`config.mk`:
```
export PLATFORM = sky130hd
export DESIGN_NAME = mc_ctrl_fsm_flat
export DESIGN_NICKNAME = d
export VERILOG_FILES = /design/src/rtl/mc_ctrl_fsm_pkg.sv /design/src/rtl/mc_ctrl_fsm_if.sv /design/src/rtl/mc_alu_decode.sv /design/src/rtl/mc_ctrl_fsm.sv /design/src/flat_wrapper.sv
export SDC_FILE = /design/constraint.sdc
export NUM_CORES = 1
export LEC_CHECK = 0
export CAP_MARGIN = 20
export CORE_UTILIZATION = 47
export CTS_CLUSTER_SIZE = 25
export DETAILED_ROUTE_END_ITERATION = 16
export GPL_ROUTABILITY_DRIVEN = 0
export PLACE_DENSITY = 0.82
export SETUP_SLACK_MARGIN = 0.2
export SLEW_MARGIN = 5
export SYNTH_ARGS = -nofsm -noshare
export SYNTH_HDL_FRONTEND = slang
export SYNTH_SLANG_ARGS = --single-unit
```
`constraint.sdc`:
```
create_clock -name clk -period 3.43 [get_ports clk]
set_input_delay 0.343 -clock clk [delete_from_list [all_inputs] [get_ports clk]]
set_output_delay 0.343 -clock clk [all_outputs]
set_load 0.01 [all_outputs]
```
`src/rtl/mc_ctrl_fsm_pkg.sv`:
```
// Shared encodings for the multicycle control unit: state codes, ALU control,
// datapath select codes, data-processing cmd opcodes and per-state control decode.
package mc_ctrl_fsm_pkg;

  localparam int STATE_BITS = 4;

  typedef enum logic [STATE_BITS-1:0] {
    S_FETCH  = 4'd0,
    S_DECODE = 4'd1,
    S_MEMADR = 4'd2,
    S_MEMRD  = 4'd3,
    S_MEMWB  = 4'd4,
    S_MEMWR  = 4'd5,
    S_EXECR  = 4'd6,
    S_EXECI  = 4'd7,
    S_ALUWB  = 4'd8,
    S_BRANCH = 4'd9
  } state_t;

  typedef enum logic [1:0] {
    ALU_ADD = 2'b00,
    ALU_SUB = 2'b01,
    ALU_AND = 2'b10,
    ALU_ORR = 2'b11
  } alu_ctrl_t;

  localparam logic [1:0] SRCB_RM    = 2'b00;
  localparam logic [1:0] SRCB_IMM   = 2'b01;
  localparam logic [1:0] SRCB_FOUR  = 2'b10;

  localparam logic [1:0] RES_ALUOUT = 2'b00;
  localparam logic [1:0] RES_RDATA  = 2'b01;
  localparam logic [1:0] RES_ALURES = 2'b10;

  localparam logic [3:0] CMD_AND = 4'b0000;
  localparam logic [3:0] CMD_SUB = 4'b0010;
  localparam logic [3:0] CMD_ADD = 4'b0100;
  localparam logic [3:0] CMD_CMP = 4'b1010;
  localparam logic [3:0] CMD_ORR = 4'b1100;

  typedef struct packed {
    logic       ir_write;
    logic       adr_src;
    logic       alu_src_a;
    logic [1:0] alu_src_b;
    logic [1:0] result_src;
    logic       next_pc;
    logic       reg_w;
    logic       mem_w;
    logic       branch;
    logic       alu_op;
  } ctrl_t;

  // ALUWB's RegW depends on the latched NoWrite and is patched in by the FSM.
  function automatic ctrl_t state_ctrl(input state_t s);
    ctrl_t c;
    c = '0;
    c.alu_src_b  = SRCB_RM;
    c.result_src = RES_ALUOUT;
    case (s)
      S_FETCH: begin
        c.ir_write   = 1'b1;
        c.alu_src_a  = 1'b1;
        c.alu_src_b  = SRCB_FOUR;
        c.result_src = RES_ALURES;
        c.next_pc    = 1'b1;
      end
      S_DECODE: begin
        c.alu_src_a  = 1'b1;
        c.alu_src_b  = SRCB_FOUR;
        c.result_src = RES_ALURES;
      end
      S_MEMADR: c.alu_src_b = SRCB_IMM;
      S_MEMRD:  c.adr_src = 1'b1;
      S_MEMWB: begin
        c.result_src = RES_RDATA;
        c.reg_w      = 1'b1;
      end
      S_MEMWR: begin
        c.adr_src = 1'b1;
        c.mem_w   = 1'b1;
      end
      S_EXECR: c.alu_op = 1'b1;
      S_EXECI: begin
        c.alu_src_b = SRCB_IMM;
        c.alu_op    = 1'b1;
      end
      S_BRANCH: begin
        c.alu_src_b  = SRCB_IMM;
        c.result_src = RES_ALURES;
        c.branch     = 1'b1;
      end
      default: c = c;
    endcase
    return c;
  endfunction

endpackage

```
`src/rtl/mc_ctrl_fsm_if.sv`:
```
// Instruction-field inputs and control outputs of the multicycle control unit.
interface mc_ctrl_fsm_if;
  logic [1:0] op;
  logic [5:0] funct;
  logic [3:0] rd;
  logic       ir_write;
  logic       adr_src;
  logic       alu_src_a;
  logic [1:0] alu_src_b;
  logic [1:0] result_src;
  logic [1:0] alu_control;
  logic       next_pc;
  logic       reg_w;
  logic       mem_w;
  logic [1:0] flag_w;
  logic       pcs;

  modport master (
    input  op, funct, rd,
    output ir_write, adr_src, alu_src_a, alu_src_b, result_src, alu_control,
           next_pc, reg_w, mem_w, flag_w, pcs
  );

  modport slave (
    output op, funct, rd,
    input  ir_write, adr_src, alu_src_a, alu_src_b, result_src, alu_control,
           next_pc, reg_w, mem_w, flag_w, pcs
  );
endinterface

```
`src/rtl/mc_alu_decode.sv`:
```
// Combinational ALU/flag decode: cmd + S bit + ALUOp -> ALUControl, FlagW, NoWrite.
module mc_alu_decode
  import mc_ctrl_fsm_pkg::*;
(
  input  logic       alu_op,
  input  logic [3:0] cmd,
  input  logic       s_bit,
  output alu_ctrl_t  alu_control,
  output logic [1:0] flag_w,
  output logic       no_write
);

  logic known;
  logic s_eff;

  always_comb begin
    alu_control = ALU_ADD;
    known       = 1'b0;
    no_write    = 1'b0;
    s_eff       = s_bit;
    if (alu_op) begin
      known = 1'b1;
      case (cmd)
        CMD_ADD: alu_control = ALU_ADD;
        CMD_SUB: alu_control = ALU_SUB;
        CMD_AND: alu_control = ALU_AND;
        CMD_ORR: alu_control = ALU_ORR;
        CMD_CMP: begin
          alu_control = ALU_SUB;
          no_write    = 1'b1;
          s_eff       = 1'b1;
        end
        default: known = 1'b0;
      endcase
    end
    // C/V are only meaningful for the adder paths.
    flag_w[1] = known & s_eff;
    flag_w[0] = known & s_eff & ((alu_control == ALU_ADD) || (alu_control == ALU_SUB));
  end

endmodule

```
`src/rtl/mc_ctrl_fsm.sv`:
```
// Multicycle control FSM with registered Moore outputs; MC_CTRL_DBG_EN adds
// dbg_state and the dbg_retired instruction counter.
module mc_ctrl_fsm
  import mc_ctrl_fsm_pkg::*;
#(
  parameter int STATE_W = STATE_BITS
) (
  input  logic               clk,
  input  logic               reset,
  mc_ctrl_fsm_if.master      bus
`ifdef MC_CTRL_DBG_EN
  ,
  output logic [STATE_W-1:0] dbg_state,
  output logic [31:0]        dbg_retired
`endif
);

  logic [STATE_W-1:0] state_q;
  state_t             cur;
  state_t             state_d;
  ctrl_t              ctrl_d;
  ctrl_t              ctrl_q;
  alu_ctrl_t          alu_control_d;
  alu_ctrl_t          alu_control_q;
  logic [1:0]         flag_w_d;
  logic [1:0]         flag_w_q;
  logic               no_write_d;
  logic               no_write_q;
`ifdef MC_CTRL_DBG_EN
  logic [31:0]        dbg_retired_q;
`endif

  assign cur = state_t'(state_q[STATE_BITS-1:0]);

  always_comb begin
    state_d = S_FETCH;
    case (cur)
      S_FETCH:  state_d = S_DECODE;
      S_DECODE: begin
        case (bus.op)
          2'b01:   state_d = S_MEMADR;
          2'b00:   state_d = bus.funct[5] ? S_EXECI : S_EXECR;
          2'b10:   state_d = S_BRANCH;
          default: state_d = S_FETCH;
        endcase
      end
      S_MEMADR: state_d = bus.funct[0] ? S_MEMRD : S_MEMWR;
      S_MEMRD:  state_d = S_MEMWB;
      S_EXECR,
      S_EXECI:  state_d = S_ALUWB;
      default:  state_d = S_FETCH;
    endcase
    // Outputs are decoded from the next state and registered, so they line up with state_q.
    ctrl_d = state_ctrl(state_d);
    if (state_d == S_ALUWB) begin
      ctrl_d.reg_w = ~no_write_q;
    end
  end

  mc_alu_decode u_alu_decode (
    .alu_op      (ctrl_d.alu_op),
    .cmd         (bus.funct[4:1]),
    .s_bit       (bus.funct[0]),
    .alu_control (alu_control_d),
    .flag_w      (flag_w_d),
    .no_write    (no_write_d)
  );

  always_ff @(posedge clk) begin
    if (reset) begin
      state_q       <= STATE_W'(S_FETCH);
      ctrl_q        <= state_ctrl(S_FETCH);
      alu_control_q <= ALU_ADD;
      flag_w_q      <= 2'b00;
      no_write_q    <= 1'b0;
`ifdef MC_CTRL_DBG_EN
      dbg_retired_q <= 32'd0;
`endif
    end else begin
      state_q       <= STATE_W'(state_d);
      ctrl_q        <= ctrl_d;
      alu_control_q <= alu_control_d;
      flag_w_q      <= flag_w_d;
      // NoWrite belongs to the instruction being decoded and must survive until ALUWB.
      if (cur == S_DECODE) begin
        no_write_q <= no_write_d;
      end
`ifdef MC_CTRL_DBG_EN
      if ((cur != S_FETCH) && (state_d == S_FETCH)) begin
        dbg_retired_q <= dbg_retired_q + 32'd1;
      end
`endif
    end
  end

  assign bus.ir_write    = ctrl_q.ir_write;
  assign bus.adr_src     = ctrl_q.adr_src;
  assign bus.alu_src_a   = ctrl_q.alu_src_a;
  assign bus.alu_src_b   = ctrl_q.alu_src_b;
  assign bus.result_src  = ctrl_q.result_src;
  assign bus.alu_control = alu_control_q;
  assign bus.next_pc     = ctrl_q.next_pc;
  assign bus.reg_w       = ctrl_q.reg_w;
  assign bus.mem_w       = ctrl_q.mem_w;
  assign bus.flag_w      = flag_w_q;
  assign bus.pcs         = ctrl_q.branch | (ctrl_q.reg_w & (bus.rd == 4'd15));

`ifdef MC_CTRL_DBG_EN
  assign dbg_state   = state_q;
  assign dbg_retired = dbg_retired_q;
`endif

endmodule

```
`src/flat_wrapper.sv`:
```
// flat-port wrapper written by rule: the top's interface ports become plain ports
module mc_ctrl_fsm_flat import mc_ctrl_fsm_pkg::*;
#(
  parameter int STATE_W = STATE_BITS
)
  (clk, reset, bus_op, bus_funct, bus_rd, bus_ir_write, bus_adr_src, bus_alu_src_a, bus_alu_src_b, bus_result_src, bus_alu_control, bus_next_pc, bus_reg_w, bus_mem_w, bus_flag_w, bus_pcs);
  mc_ctrl_fsm_if bus_i ();
  input  logic clk;
  input  logic reset;
  input wire logic [$bits(bus_i.op)-1:0] bus_op;
  input wire logic [$bits(bus_i.funct)-1:0] bus_funct;
  input wire logic [$bits(bus_i.rd)-1:0] bus_rd;
  output wire logic [$bits(bus_i.ir_write)-1:0] bus_ir_write;
  output wire logic [$bits(bus_i.adr_src)-1:0] bus_adr_src;
  output wire logic [$bits(bus_i.alu_src_a)-1:0] bus_alu_src_a;
  output wire logic [$bits(bus_i.alu_src_b)-1:0] bus_alu_src_b;
  output wire logic [$bits(bus_i.result_src)-1:0] bus_result_src;
  output wire logic [$bits(bus_i.alu_control)-1:0] bus_alu_control;
  output wire logic [$bits(bus_i.next_pc)-1:0] bus_next_pc;
  output wire logic [$bits(bus_i.reg_w)-1:0] bus_reg_w;
  output wire logic [$bits(bus_i.mem_w)-1:0] bus_mem_w;
  output wire logic [$bits(bus_i.flag_w)-1:0] bus_flag_w;
  output wire logic [$bits(bus_i.pcs)-1:0] bus_pcs;
  assign bus_i.op = bus_op;
  assign bus_i.funct = bus_funct;
  assign bus_i.rd = bus_rd;
  assign bus_ir_write = bus_i.ir_write;
  assign bus_adr_src = bus_i.adr_src;
  assign bus_alu_src_a = bus_i.alu_src_a;
  assign bus_alu_src_b = bus_i.alu_src_b;
  assign bus_result_src = bus_i.result_src;
  assign bus_alu_control = bus_i.alu_control;
  assign bus_next_pc = bus_i.next_pc;
  assign bus_reg_w = bus_i.reg_w;
  assign bus_mem_w = bus_i.mem_w;
  assign bus_flag_w = bus_i.flag_w;
  assign bus_pcs = bus_i.pcs;
  mc_ctrl_fsm #(.STATE_W(STATE_W)) u_core (.clk(clk), .reset(reset), .bus(bus_i));
endmodule
```
* Yosys cells after proc, flatten, opt, wreduce, memory -nomap -nowiden
Index checks and enable logic that the tools add are counted.
** Storage, ports and cells
- Input port bits :: 14
- Bits in registers :: 19
- Logic and storage cells :: 75
- Output and inout bits :: 15
** Cells by class
- Equality and inequality tests :: 22
- Bitwise logic cells :: 5
- Reduce and logical (&&, ||, !) cells :: 14
- Muxes and demuxes :: 22
** Operators by type and width (count)
- $eq A4 B3 Y1 const B :: 7
- $eq A4 B2 Y1 const B :: 5
- $eq A4 B4 Y1 const B :: 5
- $pmux W4 S5 :: 1
- $mux W1 :: 15
- $logic_not A4 Y1 :: 3
- $pmux W4 S3 :: 1
- $reduce_or A2 Y1 :: 5
- $eq A4 B1 Y1 const B :: 2
- $pmux W2 S2 :: 2
- $pmux W2 S3 :: 1
- $reduce_or A3 Y1 :: 2
- $reduce_or A5 Y1 :: 1
- $eq A2 B1 Y1 const B :: 2
- $logic_not A2 Y1 :: 2
- $and A1 B1 Y1 :: 3
- $mux W3 :: 1
- $eq A2 B2 Y1 const B :: 1
- $mux W2 :: 1
- $logic_or A1 B1 Y1 :: 1
- $not A1 Y1 :: 1
- $or A1 B1 Y1 :: 1

* Longest topological paths before layout
- Depth after elaboration :: 10
- Gate-level depth with buffers :: 5
- Mapped depth without buffers :: 4

* By module
A second synthesis with hierarchy kept.
** Second synthesis, totals
- Cells, all modules :: 91
- Area total of the unflattened synthesis :: 848.3 µm²
** By module, submodules not included
- mc_ctrl_fsm :: cells each 75, seq. area each 360.3 µm², times used 1, area an instance 723.2 µm²
- mc_alu_decode :: cells each 16, seq. area each 0.0 µm², times used 1, area an instance 125.1 µm²

* Worst setup path after synthesis
OpenSTA, ideal clock, no wires.
- Path kind :: input to register
- From :: input bus_op[1]
- To :: register u_core.ctrl_q (netlist bit u_core.bus.alu_src_b[0])
- Stages :: 5
- Library setup time :: 0.096 ns
- Path buffers :: 1
- Path slack :: 2.043 ns
- Arrival :: 1.291 ns
- Required time :: 3.334 ns
- Cell sequence :: buf_2 > nor3b_2 > a31oi_1 > or3_1 > o41ai_2
** Between the ends
- Cells in the longest elaborated chain, start to end :: 6
** Ends and longest elaborated chain
- start: declaration :: RTL line flat_wrapper.sv:10 : input wire logic [$bits(bus_i.op)-1:0] bus_op;
- $eq A2 B2 Y1 (tied with other cells) :: RTL line mc_ctrl_fsm.sv:40 : case (bus.op)
- $pmux W4 S3 (*) :: RTL line mc_ctrl_fsm.sv:40
- $pmux W4 S5 (*) :: RTL line mc_ctrl_fsm.sv:37 : case (cur)
- $eq A4 B2 Y1 (tied with other cells) :: RTL line mc_ctrl_fsm_pkg.sv:60 : case (s)
- $reduce_or A3 Y1 (no line) / $reduce_or A2 Y1 (equally long branches)
- $pmux W2 S2 (*) :: RTL line mc_ctrl_fsm_pkg.sv:60
- end signal: assignment :: RTL line mc_ctrl_fsm.sv:72 : ctrl_q <= state_ctrl(S_FETCH);
- end signal: assignment :: RTL line mc_ctrl_fsm.sv:81 : ctrl_q <= ctrl_d;
- end: declaration :: RTL line mc_ctrl_fsm.sv:22 : ctrl_t ctrl_q;
Every way passes the cells marked *; elsewhere a longest branch is shown, timed or not.
A chain may end at the register's enable or synchronous reset.

* Worst setup path after layout
- From :: input bus_rd[3]
- To :: output bus_pcs
** Between the ends
- Cells in the longest elaborated chain, start to end :: 3
** Ends and longest elaborated chain
- start: declaration :: RTL line flat_wrapper.sv:12 : input wire logic [$bits(bus_i.rd)-1:0] bus_rd;
- $eq A4 B4 Y1 :: RTL line mc_ctrl_fsm.sv:106 : assign bus.pcs = ctrl_q.branch | (ctrl_q.reg_w & (bus.rd == 4'd15));
- $and A1 B1 Y1 :: RTL line mc_ctrl_fsm.sv:106
- $or A1 B1 Y1 :: RTL line mc_ctrl_fsm.sv:106
- end: declaration :: RTL line flat_wrapper.sv:23 : output wire logic [$bits(bus_i.pcs)-1:0] bus_pcs;
Every way passes these cells.

==> metrics.txt <==
Initial Util between 50% and 60%; Yosys warnings 0; PostCTS Resize Cnt 0; most numerous cell in the Yosys netlist dfxtp_1; die height roughly 45 microns; DRC errors left 0; Cell Area, Synth 872.1 sq um; Slew headroom 69.46%; Slew Limit Fails 0; Skew-Pair Late Insertion Delay just over 0.3 ns; Tmin final roughly 1.9 ns; clock tree buffer depth 2; Synth area leader dfxtp_1; router iterations before antenna repair 4; reg2reg setup slack approximately 1.8 ns; CTS Sinks 19; most common flop cell mapped by yosys dfxtp_1; power density over the cells about 400 nW/um^2; Pwr Total roughly 0.44 mW; DP Area ~1100 sq um; Worst-path clk slew between 0.1 and 0.15 ns; aggregate routed wire length around 1800 microns; Nets 132; post-route setup TNS 0 ns; final worst-path cycle share between 50% and 60%; Via Count around 740; CP arrival about 1.6 ns; global route overflow 0; Clock Skews around 0.013 ns; Port Buffers 28; H-Tree Level Count 1; maxcap violations 0; ANT nets after route 0; vias in the first global route around 670; Rows 15; top-area cell type share of the netlist area roughly 44%; Cells after Synth 96; dpl hpwl 1334 microns; core footprint 1727 sq um; Finished Cell Area ~1100 sq um; Setup Buffers After CTS 0; Slew @ Worst Pin 0.4574 ns; Layout Area Growth over Synthesis 30.27%; Syn Area/Cell 9.084 sq um; Pleak around 0.41 nW; sequential area share after synthesis between 40% and 50%; initial antenna violation count 0; Fmax roughly 0.51 GHz; Most Crowded Layer GR met2; outcome finished clean; synthesized flop and latch total 19; Hold WC Path Type reg -> reg; IO Pins 29; wire per inst 12.74 microns; hold slack about 0.56 ns; final hold vios 0; EDFF count, synth 0; VDD IR-drop max 0.2534 mV; Critical Path RT approximately 3.1 ns; die area 2032 sq um; largest net degree at the start of global routing 12; met2 capacity usage during global routing about a third; share of layout cells above drive strength 1 between 10% and 20%; synth cell count leaders dfxtp_1, nor2_1; top cells by area, synth dfxtp_1, buf_4, nor2b_1; Fill cells around 150; cts hold-fix bufs 0; RSZ-0062 raised after global routing no; CP Class in -> out; CTS tree yes; total clock buffers created by CTS 3; met3 GRT Util 5.200%; M1 GR Usage between 20% and 30%; Critical Path Fanout Max 1; # diodes 0; ys async rst share 0%; Die W between 40 and 50 microns; root buf cell clkbuf_4; endpoint class of the critical path output pin; Unique masters post-synth 35; Net Count, Synth 110; 1st-iter DRT viols 19; All-Layer GR Usage approximately a fifth; global-route wire length before repair around 2800 microns; vias per inst between 5 and 6; Final Setup Violations 0; CP startpoint kind input port
[path summary, 6_finish.rpt]
kind / end / start / depth (start not counted)
hold reg to reg: u_core.bus.adr_src / u_core.cur[0] / 1
hold / removal: u_core.bus.adr_src / u_core.cur[0] / 1
setup reg to reg: u_core.bus.alu_control[1] / u_core.cur[0] / 4
setup / recovery: bus_pcs / bus_rd[3] / 4
[report_power, final]
group / internal [mW] / leakage (nW) / switching [mW]
Combinational: 0.0467 / 0.241 / 0.0384
Sequential: 0.231 / 0.155 / 0.00993
Clock: 0.0435 / 0.0177 / 0.0725
Total: 0.321 / 0.413 / 0.121
[sequential cells by signal, indices dropped and copies added (netlist names)]
| register | count |
|---|---|
| u_core.bus.alu_src_a | 1 |
| u_core.bus.reg_w | 1 |
| u_core.bus.flag_w | 2 |
| u_core.bus.alu_src_b | 2 |
| u_core.bus.adr_src | 1 |
| u_core.cur | 4 |
| u_core.ctrl_q | 1 |
| u_core.bus.result_src | 2 |
| u_core.bus.mem_w | 1 |
| u_core.bus.ir_write | 1 |
| u_core.no_write_q | 1 |
| u_core.bus.alu_control | 2 |
[area by class of cell]
cell class,count,area [sq um],area share [%]
Multi-Input combinational cell,64,409.1,36.01
Sequential cell,19,380.4,33.48
Clock inverter,1,5.005,0.4405
Clock buffer,3,22.52,1.982
Tap cell,25,31.28,2.753
Inverter,2,7.507,0.6608
Timing Repair Buffer,28,280.3,24.67
[kinds of logic after synthesis]
| kind of cell | synth area share, % |
|---|---|
| flops | 43.61 |
| buf+inv | 9.468 |
| compound gates | 15.64 |
| simple gates | 30.27 |
| xor+xnor | 1.004 |
[routing by layer]
layer | share of wire [%] | wire (microns)
met5 | 0 | 0
met4 | 1.4 | 26
met3 | 7.5 | 136
met2 | 48 | 873
met1 | 43 | 772
[critical path, stage by stage]
cell	delay [ns]
clkdlybuf4s50_1	0.39
and3_1	0.17
a31o_2	0.23
clkdlybuf4s50_1	0.47
[layout by cell type, fill, tap and decap left out, types with 2 or more instances in the layout]
| cell type | synthesis | layout |
|---|---|---|
| a21o_1 | 2 | 2 |
| a21oi_1 | 6 | 6 |
| and2_1 | 2 | 2 |
| clkbuf_4 | 0 | 3 |
| clkdlybuf4s50_1 | 0 | 28 |
| dfxtp_1 | 19 | 19 |
| inv_1 | 2 | 2 |
| nand2_1 | 6 | 6 |
| nand2b_1 | 2 | 2 |
| nor2_1 | 9 | 9 |
| nor2b_1 | 6 | 6 |
| nor3_1 | 4 | 4 |
| nor3_2 | 2 | 2 |
| nor3b_1 | 2 | 2 |
| o21ai_0 | 3 | 3 |
| or3_1 | 3 | 3 |
[through the flow]
| step | cells | setup slack [ns] | utilization (%) |
|---|---|---|---|
| after floorplan | 96 | 2.043 | - |
| after global placement | 138 | 1.489 | 64.20 |
| after detailed placement | 138 | 1.468 | 64.20 |
| after CTS | 142 | 1.472 | 65.80 |
| after global routing | 142 | 1.434 | 65.80 |
| final | 142 | 1.483 | 65.80 |
(Power assumes the default switching activity.)
